## config.mk

```make
export PLATFORM = sky130hd
export DESIGN_NAME = fp16_fix_conv_sched
export DESIGN_NICKNAME = d
export VERILOG_FILES = /design/src/rtl/fp16_fix_conv_sched.sv
export SDC_FILE = /design/constraint.sdc
export NUM_CORES = 1
export LEC_CHECK = 0
export BUFFER_PORTS_ARGS = -buffer_cell sky130_fd_sc_hd__buf_2
export CAP_MARGIN = 15
export CORE_UTILIZATION = 30
export DETAILED_ROUTE_END_ITERATION = 8
export GPL_TIMING_DRIVEN = 0
export PLACE_DENSITY_LB_ADDON = 0.1
export SYNTH_ARGS = -nofsm -noshare
export SYNTH_HDL_FRONTEND = slang
export SYNTH_SLANG_ARGS = --single-unit
export TNS_END_PERCENT = 30
```

## constraint.sdc

```tcl
create_clock -name clk_i -period 2.75 [get_ports clk_i]
set_input_delay 0.55 -clock clk_i [delete_from_list [all_inputs] [get_ports clk_i]]
set_output_delay 0.55 -clock clk_i [all_outputs]
set_load 0.01 [all_outputs]
```

## src/rtl/fp16_fix_conv_sched.sv

```systemverilog
// Round-robin scheduler sharing one float-to-fix converter across NUM_REQ requesters, two-stage pipeline.
// Optional macro FP16_FIX_SCHED_SPECIAL_EN: all-ones exponent operands yield rsp_err_o=1 and zero data.
module fp16_fix_conv_sched #(
    parameter int NUM_REQ        = 4,
    parameter int FLOAT_OP_WIDTH = 16,
    parameter int EXP_MSB_POS    = 14,
    parameter int EXP_LSB_POS    = 10,
    parameter int FIXED_OP_WIDTH = 40
) (
    input  logic                              clk_i,
    input  logic                              rst_ni,
    input  logic [NUM_REQ-1:0]                req_valid_i,
    input  logic [NUM_REQ*FLOAT_OP_WIDTH-1:0] req_data_i,
    output logic [NUM_REQ-1:0]                req_ready_o,
    output logic [FLOAT_OP_WIDTH-1:0]         conv_operand_o,
    input  logic [FIXED_OP_WIDTH-1:0]         conv_result_i,
    output logic                              rsp_valid_o,
    input  logic                              rsp_ready_i,
    output logic [FIXED_OP_WIDTH-1:0]         rsp_data_o,
    output logic [$clog2(NUM_REQ)-1:0]        rsp_id_o,
    output logic                              rsp_err_o,
    output logic [15:0]                       conv_count_o
);

    localparam int ID_W = $clog2(NUM_REQ);

    logic [FLOAT_OP_WIDTH-1:0] req_data_arr [NUM_REQ];

    logic                      s1_valid_reg;
    logic [FLOAT_OP_WIDTH-1:0] s1_operand_reg;
    logic [ID_W-1:0]           s1_id_reg;

    logic                      s2_valid_reg;
    logic [FIXED_OP_WIDTH-1:0] s2_result_reg;
    logic [ID_W-1:0]           s2_id_reg;
    logic                      s2_err_reg;

    logic [ID_W-1:0]           last_grant_reg;
    logic [15:0]               conv_count_reg;

    logic [NUM_REQ-1:0]        prio_mask;
    logic [NUM_REQ-1:0]        masked_req;
    logic [NUM_REQ-1:0]        pick_vec;
    logic [ID_W-1:0]           grant_idx;
    logic                      grant_any;

    logic                      s2_adv;
    logic                      s1_adv;
    logic                      s1_free;
    logic                      take;
    logic                      special;
    logic [FIXED_OP_WIDTH-1:0] s2_result_next;

    generate
        for (genvar gi = 0; gi < NUM_REQ; gi++) begin : g_req
            assign req_data_arr[gi] = req_data_i[gi*FLOAT_OP_WIDTH +: FLOAT_OP_WIDTH];
            // Requesters strictly above the last winner get first chance.
            assign prio_mask[gi]    = (ID_W'(gi) > last_grant_reg);
        end
    endgenerate

    assign masked_req = req_valid_i & prio_mask;
    assign pick_vec   = (|masked_req) ? masked_req : req_valid_i;
    assign grant_any  = |req_valid_i;

    // Lowest set bit of pick_vec wins.
    always_comb begin
        grant_idx = '0;
        for (int i = NUM_REQ - 1; i >= 0; i--) begin
            if (pick_vec[i]) begin
                grant_idx = ID_W'(i);
            end
        end
    end

    assign s2_adv  = !s2_valid_reg || rsp_ready_i;
    assign s1_adv  = s1_valid_reg && s2_adv;
    assign s1_free = !s1_valid_reg || s1_adv;
    // rst_ni gates the grant so no requester sees ready while reset is held.
    assign take    = grant_any && s1_free && rst_ni;

    assign req_ready_o = take ? (NUM_REQ'(1) << grant_idx) : '0;

`ifdef FP16_FIX_SCHED_SPECIAL_EN
    assign special = &s1_operand_reg[EXP_MSB_POS:EXP_LSB_POS];
`else
    assign special = 1'b0;
`endif

    assign s2_result_next = special ? '0 : conv_result_i;

    always_ff @(posedge clk_i or negedge rst_ni) begin
        if (!rst_ni) begin
            s1_valid_reg   <= 1'b0;
            s1_operand_reg <= '0;
            s1_id_reg      <= '0;
            s2_valid_reg   <= 1'b0;
            s2_result_reg  <= '0;
            s2_id_reg      <= '0;
            s2_err_reg     <= 1'b0;
            last_grant_reg <= ID_W'(NUM_REQ - 1);
            conv_count_reg <= '0;
        end else begin
            if (take) begin
                s1_valid_reg   <= 1'b1;
                s1_operand_reg <= req_data_arr[grant_idx];
                s1_id_reg      <= grant_idx;
                last_grant_reg <= grant_idx;
            end else if (s1_adv) begin
                s1_valid_reg <= 1'b0;
            end

            if (s1_adv) begin
                s2_valid_reg  <= 1'b1;
                s2_result_reg <= s2_result_next;
                s2_id_reg     <= s1_id_reg;
                s2_err_reg    <= special;
            end else if (s2_adv) begin
                s2_valid_reg <= 1'b0;
            end

            if (s2_valid_reg && rsp_ready_i) begin
                conv_count_reg <= conv_count_reg + 16'd1;
            end
        end
    end

    assign conv_operand_o = s1_valid_reg ? s1_operand_reg : '0;
    assign rsp_valid_o    = s2_valid_reg;
    assign rsp_data_o     = s2_result_reg;
    assign rsp_id_o       = s2_id_reg;
    assign rsp_err_o      = s2_err_reg;
    assign conv_count_o   = conv_count_reg;

endmodule

```

==> results.cfg, run 1 <==
[layout]
drive_gt1_frac = 0.536
final_nets = 648
seqCellArea_um2 = 2000
multi_input_area_um2 = 1740
syn2layout_area_growth_pct = 39.7
diodes = 0
nFillCells = 1293
stdcell_count = 713
largest_register_ffs = 40

[die]
num_rows = 41
dieArea_um2 = 13600
core_region_area_um2 = 12700
die-height_um = 117
io_pins = 191
die_x_um = 117
start_util = 0.309

[logic_synthesis]
synth_top_cell_area_share = 0.496
synth_area_um2 = 3930
yosysWarnings = 0
synth_nets = 446
yosysSeqAreaShare = 0.510
synthFlopType = dfrtp_1
synthTopCellsByCount = 78 x dfrtp_1, 45 x mux2_2, 19 x and2_1
synth_area_per_cell_um2 = 11.8
netlist_instances = 334
synth_top_cell_by_area = dfrtp_1
synth_seq_cells = 80
yosys-top-cells-area = dfrtp_1 50%, mux2_2 13%, o31ai_1 3.1%
yosysMostFrequentCell = dfrtp_1
synth_cell_type_count = 43
synth_edf_count = 0
async_flop_share = 1.00

[setup_path]
startpoint_type = flip-flop
worstPathCellList = buf_6 > o21ai_2 > o221a_1 > buf_6 > or3_1 > buf_6 > inv_1 > buf_6
crit_top_cell = buf_6
slowest_delay_ns = 0.52
cp_data_arrival_time_ns = 2.13
crit_required_ns = 2.20
slowest_stage = dfstp_2
end_kind = output pin
worst-path-max-fanout = 10
path_class = flip-flop to output pin

[clock_tree]
clk_pin_slew_worst_paths_ns = 0.06
clk_latency_ns = 0.33
cts_max_path_buffers = 2
cts_sinks = 80
root_buffer = clkbuf_16
cts_max_level = 3
cts_tree = yes
cts_hold_buf = 0
cts_made_buffers = 9

[status]
status = finished clean

[global_routing]
first_global_vias = 3189
grt_pass1_wl_um = 16400
grt_usage = 0.161
grt-ovfl-total = 0
antenna_found_initial = 0
grt_max_degree = 30

[timing]
post-route-period-util = 0.976
tightest_slew_ns = 0.743
slew_headroom = 0.505
finalMaxSlewViolations = 0
setup_viol = 0
period_needed_ns = 2.68
grt_setup_unrepaired = true
final.setup_skew_ns = 0.00761
fmax_mhz = 373
finalHoldViolations = 0

[placement]
dp.cells = 694
gp_congestion = 0.772
hpwl_um = 8070
io_buffers = 187

[route]
wirelength_um = 10900
dr.pass1.iters = 4
first_iter_violations = 110
postRouteAntennaNets = 0
vias_per_cell = 4.77
drc = 0
wl_per_cell_um = 15.2
vias = 3402

[power]
vdd_drop_max_v = 0.000258
p_total_mw = 4.24
cellPowerDensity_nw_per_um2 = 772
leakagePower_nw = 2.68

[flow_run]
cap_violations = 0

[min_path]
holdCritPathClass = input port to async pin
[critical path: cells and delay by family (launching register included)]
kind | cells | cell delay [ns]
flops | 1 | 0.52
simple gates | 1 | 0.36
buf+inv | 5 | 0.60
compound gates | 2 | 0.32
[worst paths after layout]
kind | from | to | slack (ns) | cells past startpoint
max in group asynchronous | rst_ni | rsp_data_o[10]$_DFFE_PN0P_ | 2.17 | 2
max reg2reg | last_grant_reg[1]$_DFFE_PN1P_ | s1_operand_reg[8]$_DFFE_PN0P_ | 0.73 | 6
max | last_grant_reg[1]$_DFFE_PN1P_ | req_ready_o[0] | 0.07 | 8
min in group clk_i | conv_result_i[8] | rsp_data_o[8]$_DFFE_PN0P_ | 0.45 | 2
min reg2reg | s1_operand_reg[3]$_DFFE_PN0P_ | s1_operand_reg[3]$_DFFE_PN0P_ | 0.47 | 2
min | rst_ni | conv_count_o[11]$_DFFE_PN0P_ | 0.04 | 1
[placed cells by master, fill, tap and decap left out, types with 11 or more instances in the layout]
cell type,instances
and2_1,19
inv_1,13
xnor2_1,11
nand2_1,17
dfrtp_1,78
buf_2,189
o211ai_1,11
o31ai_1,16
nand4_1,13
mux2_2,45
[area by class of cell]
| class | instances | area share |
|---|---|---|
| plain buffers | 23 | 0.0282 |
| clock buffers | 10 | 0.0417 |
| clock inverters | 6 | 0.0123 |
| inverters | 13 | 0.00888 |
| multi-input cells | 218 | 0.317 |
| flip-flops and latches | 80 | 0.365 |
| well taps | 172 | 0.0392 |
| repair buffers | 191 | 0.188 |
[metrics by stage]
stage	TNS [ns]	hold WS (ns)	cell area, um2	setup slack [ns]	util
final	0	0.0433	5500	0.0662	0.432
after global routing	-0.0310	0.0356	5500	-0.0215	0.432
after CTS	0	0.0614	5470	0.000913	0.430
after detailed placement	-1.18	0.460	5110	-0.435	0.402
after global placement	-21.01	0.454	5080	-1.43	0.400
after floorplan	0	0.254	3930	0.371	-
[power breakdown]
group          total, mW  internal (mW)  switching (mW)  leakage, nW
Combinational       1.40          0.700           0.700         1.58
Clock               1.19          0.707           0.486        0.139
Sequential          1.65           1.48           0.174        0.962
[logic make-up (layout without fill, tap and decap cells)]
group / after synthesis / count (layout) / synth area share
flip-flops: 80 / 80 / 0.510
AO/OA/AOI/OAI: 82 / 82 / 0.168
XOR/XNOR: 15 / 15 / 0.0334
adder cells (fa/ha/maj): 1 / 1 / 0.00318
other: 1 / 1 / 0.000953
buffers and inverters: 36 / 243 / 0.0483
multiplexers: 45 / 45 / 0.129
AND/OR/NAND/NOR: 74 / 74 / 0.108
[per-layer routing]
layer,global-route usage,vias up,part of all wire
met1,0.207,1622,0.44
li1,-,1626,-
met2,0.264,137,0.48
met4,0.0752,0,0.020
met5,0,-,0
met3,0.0249,17,0.059
[repair_timing]
item,4_1_cts,5_1_grt
hold endpoints to repair,0,0
pin swaps,1,0
gates cloned,1,0
setup buffers,1,1
setup endpoints to repair,4,4
gates resized for setup,5,6
No activity file was read; power rests on OpenSTA's default activity.
==> inputs of run 2 (changes only) <==
Settings changed: CORE_MARGIN set to 2, REMOVE_ABC_BUFFERS set to 1.
==> run 2 against run 1 <==
Worst setup slack hardly changed. Sequential power hardly changed. Largest power group unchanged. Total power is 2.2% higher.
==> results.cfg, run 2 (synthesis results as in run 1) <==
[die]
io_pins = 191
die-height_um = 119
core_region_area_um2 = 12700
num_rows = 41
die_x_um = 119
dieArea_um2 = 14000
start_util = 0.309

[clock_tree]
cts_made_buffers = 9
cts_max_level = 3
root_buffer = clkbuf_16
cts_hold_buf = 0
clk_latency_ns = 0.34
clk_pin_slew_worst_paths_ns = 0.07
cts_max_path_buffers = 2
cts_sinks = 80
cts_tree = yes

[power]
swShare = 0.315
p_clk_frac = 0.300
power_frac_comb = 0.314
pwr-share-seq = 0.386
switchingPower_mw = 1.37
intPower_mw = 2.97
leakagePower_nw = 2.69
cellPowerDensity_nw_per_um2 = 788
vdd_drop_max_v = 0.000307

[global_routing]
grt_max_degree = 41
grt_usage = 0.157
grt_pass1_wl_um = 17400
grt-ovfl-total = 0
antenna_found_initial = 0
first_global_vias = 3344

[layout]
largest_register_ffs = 40
nFillCells = 1282
utilization = 0.433
final_common_cell = buf_2
syn2layout_area_growth_pct = 39.9
diodes = 0
stdcell_count = 702
drive_gt1_frac = 0.557
final_cell_mix = 188 x buf_2, 77 x dfrtp_1, 45 x mux2_2
final_nets = 637

[timing]
post-route-period-util = 0.976
tightest_slew_ns = 0.808
setup_viol = 0
period_needed_ns = 2.68
final.setup_skew_ns = 0.00857
finalHoldViolations = 0
worst_hold_slack_ns = 0.0449
fmax_mhz = 373
grt_setup_unrepaired = true
tns_ns = 0
slew_headroom = 0.461
finalMaxSlewViolations = 0

[route]
wirelength_um = 10700
vias_per_cell = 4.68
wl_per_cell_um = 15.2
drc = 0
postRouteAntennaNets = 0
first_iter_violations = 91
dr.pass1.iters = 4
vias = 3282

[setup_path]
cp.depth = 5
worstPathCellList = o21ai_0 > o221a_2 > or3_4 > inv_1 > buf_2
crit_required_ns = 2.20
r2r_start = last_grant_reg[1]$_DFFE_PN1P_
path_class = flip-flop to output pin
rr_worst_depth = 7
crit_family = flip-flops
crit_path_start = last_grant_reg[1]$_DFFE_PN1P_
worst-path-max-fanout = 10
slowest_delay_ns = 0.64
crit_buf_inv = 2
slowest_stage = dfstp_2
startpoint_type = flip-flop
cp_data_arrival_time_ns = 2.13
end_kind = output pin

[placement]
io_buffers = 189
dp.cells = 675
gp_congestion = 0.753
hpwl_um = 7350

[status]
status = finished clean

[flow_run]
cap_violations = 0

[min_path]
holdCritPathClass = input port to async pin
-- run 2: changes by cell type in the layout (fill, tap and decap cells not counted), moves of 2 or more --
cell	change
o21ai_2	-2
buf_6	-8
buf_1	-5
clkbuf_1	-5
buf_4	+7
-- run 2: repair_timing --
item | CTS | global route
setup buffers | 5 | 5
setup endpoints to repair | 13 | 2
cloned | 1 | 0
pin swaps | 4 | 1
resized for setup | 11 | 0
-- run 2: layer usage --
layer / global-route usage / vias up / wire length (um)
met2: 0.244 / 161 / 4770
li1: - / 1602 / -
met1: 0.204 / 1505 / 4680
met4: 0.0647 / 0 / 216
met5: 0 / - / 0
met3: 0.0449 / 14 / 1010
-- run 2: worst register-to-register path, stage by stage (launching register included) --
cell	delay, ns
dfstp_2	0.64
o21ai_0	0.16
o221a_2	0.35
buf_4	0.15
a311oi_4	0.25
buf_4	0.25
a22oi_1	0.08
o211ai_1	0.09
-- run 2: layout make-up --
type,count,area (um2),area share
inverter,13,48.8,0.00886
timing repair buffer,203,1130,0.206
tap,172,215,0.0391
clock inverter,6,90.1,0.0164
sequential,80,2010,0.364
clock buffer,10,229,0.0416
multi-input combinational,218,1780,0.324
-- run 2: worst paths after layout --
kind,to,slack [ns]
max in group asynchronous,s1_valid_reg$_DFFE_PN0P_,2.10
worst min-delay path,conv_count_o[14]$_DFFE_PN0P_,0.04
min in group clk_i,rsp_data_o[18]$_DFFE_PN0P_,0.44
worst min register to register,conv_count_o[15]$_DFFE_PN0P_,0.46
worst max register to register,s1_operand_reg[0]$_DFFE_PN0P_,0.70
worst max-delay path,req_ready_o[0],0.07
-- run 2: stage by stage --
| stage | area, um2 | setup WS, ns | power (mW) |
|---|---|---|---|
| global placement | 4950 | -2.19 | 2.97 |
| global route | 5510 | -0.0561 | 4.62 |
| finish | 5510 | 0.0658 | 4.34 |
| detailed placement | 5030 | -0.684 | 3.00 |
| floorplan | 3790 | 0.0751 | 2.45 |
| CTS | 5470 | 0.0244 | 4.38 |
-- run 2: power groups by stage --
stage                     logic, mW  clock network [mW]  registers, mW
after floorplan               0.708                   0           1.74
after global placement         1.29                   0           1.68
after detailed placement       1.31                   0           1.69
after CTS                      1.37                1.33           1.67
after global routing           1.50                1.39           1.72
final                          1.36                1.30           1.67
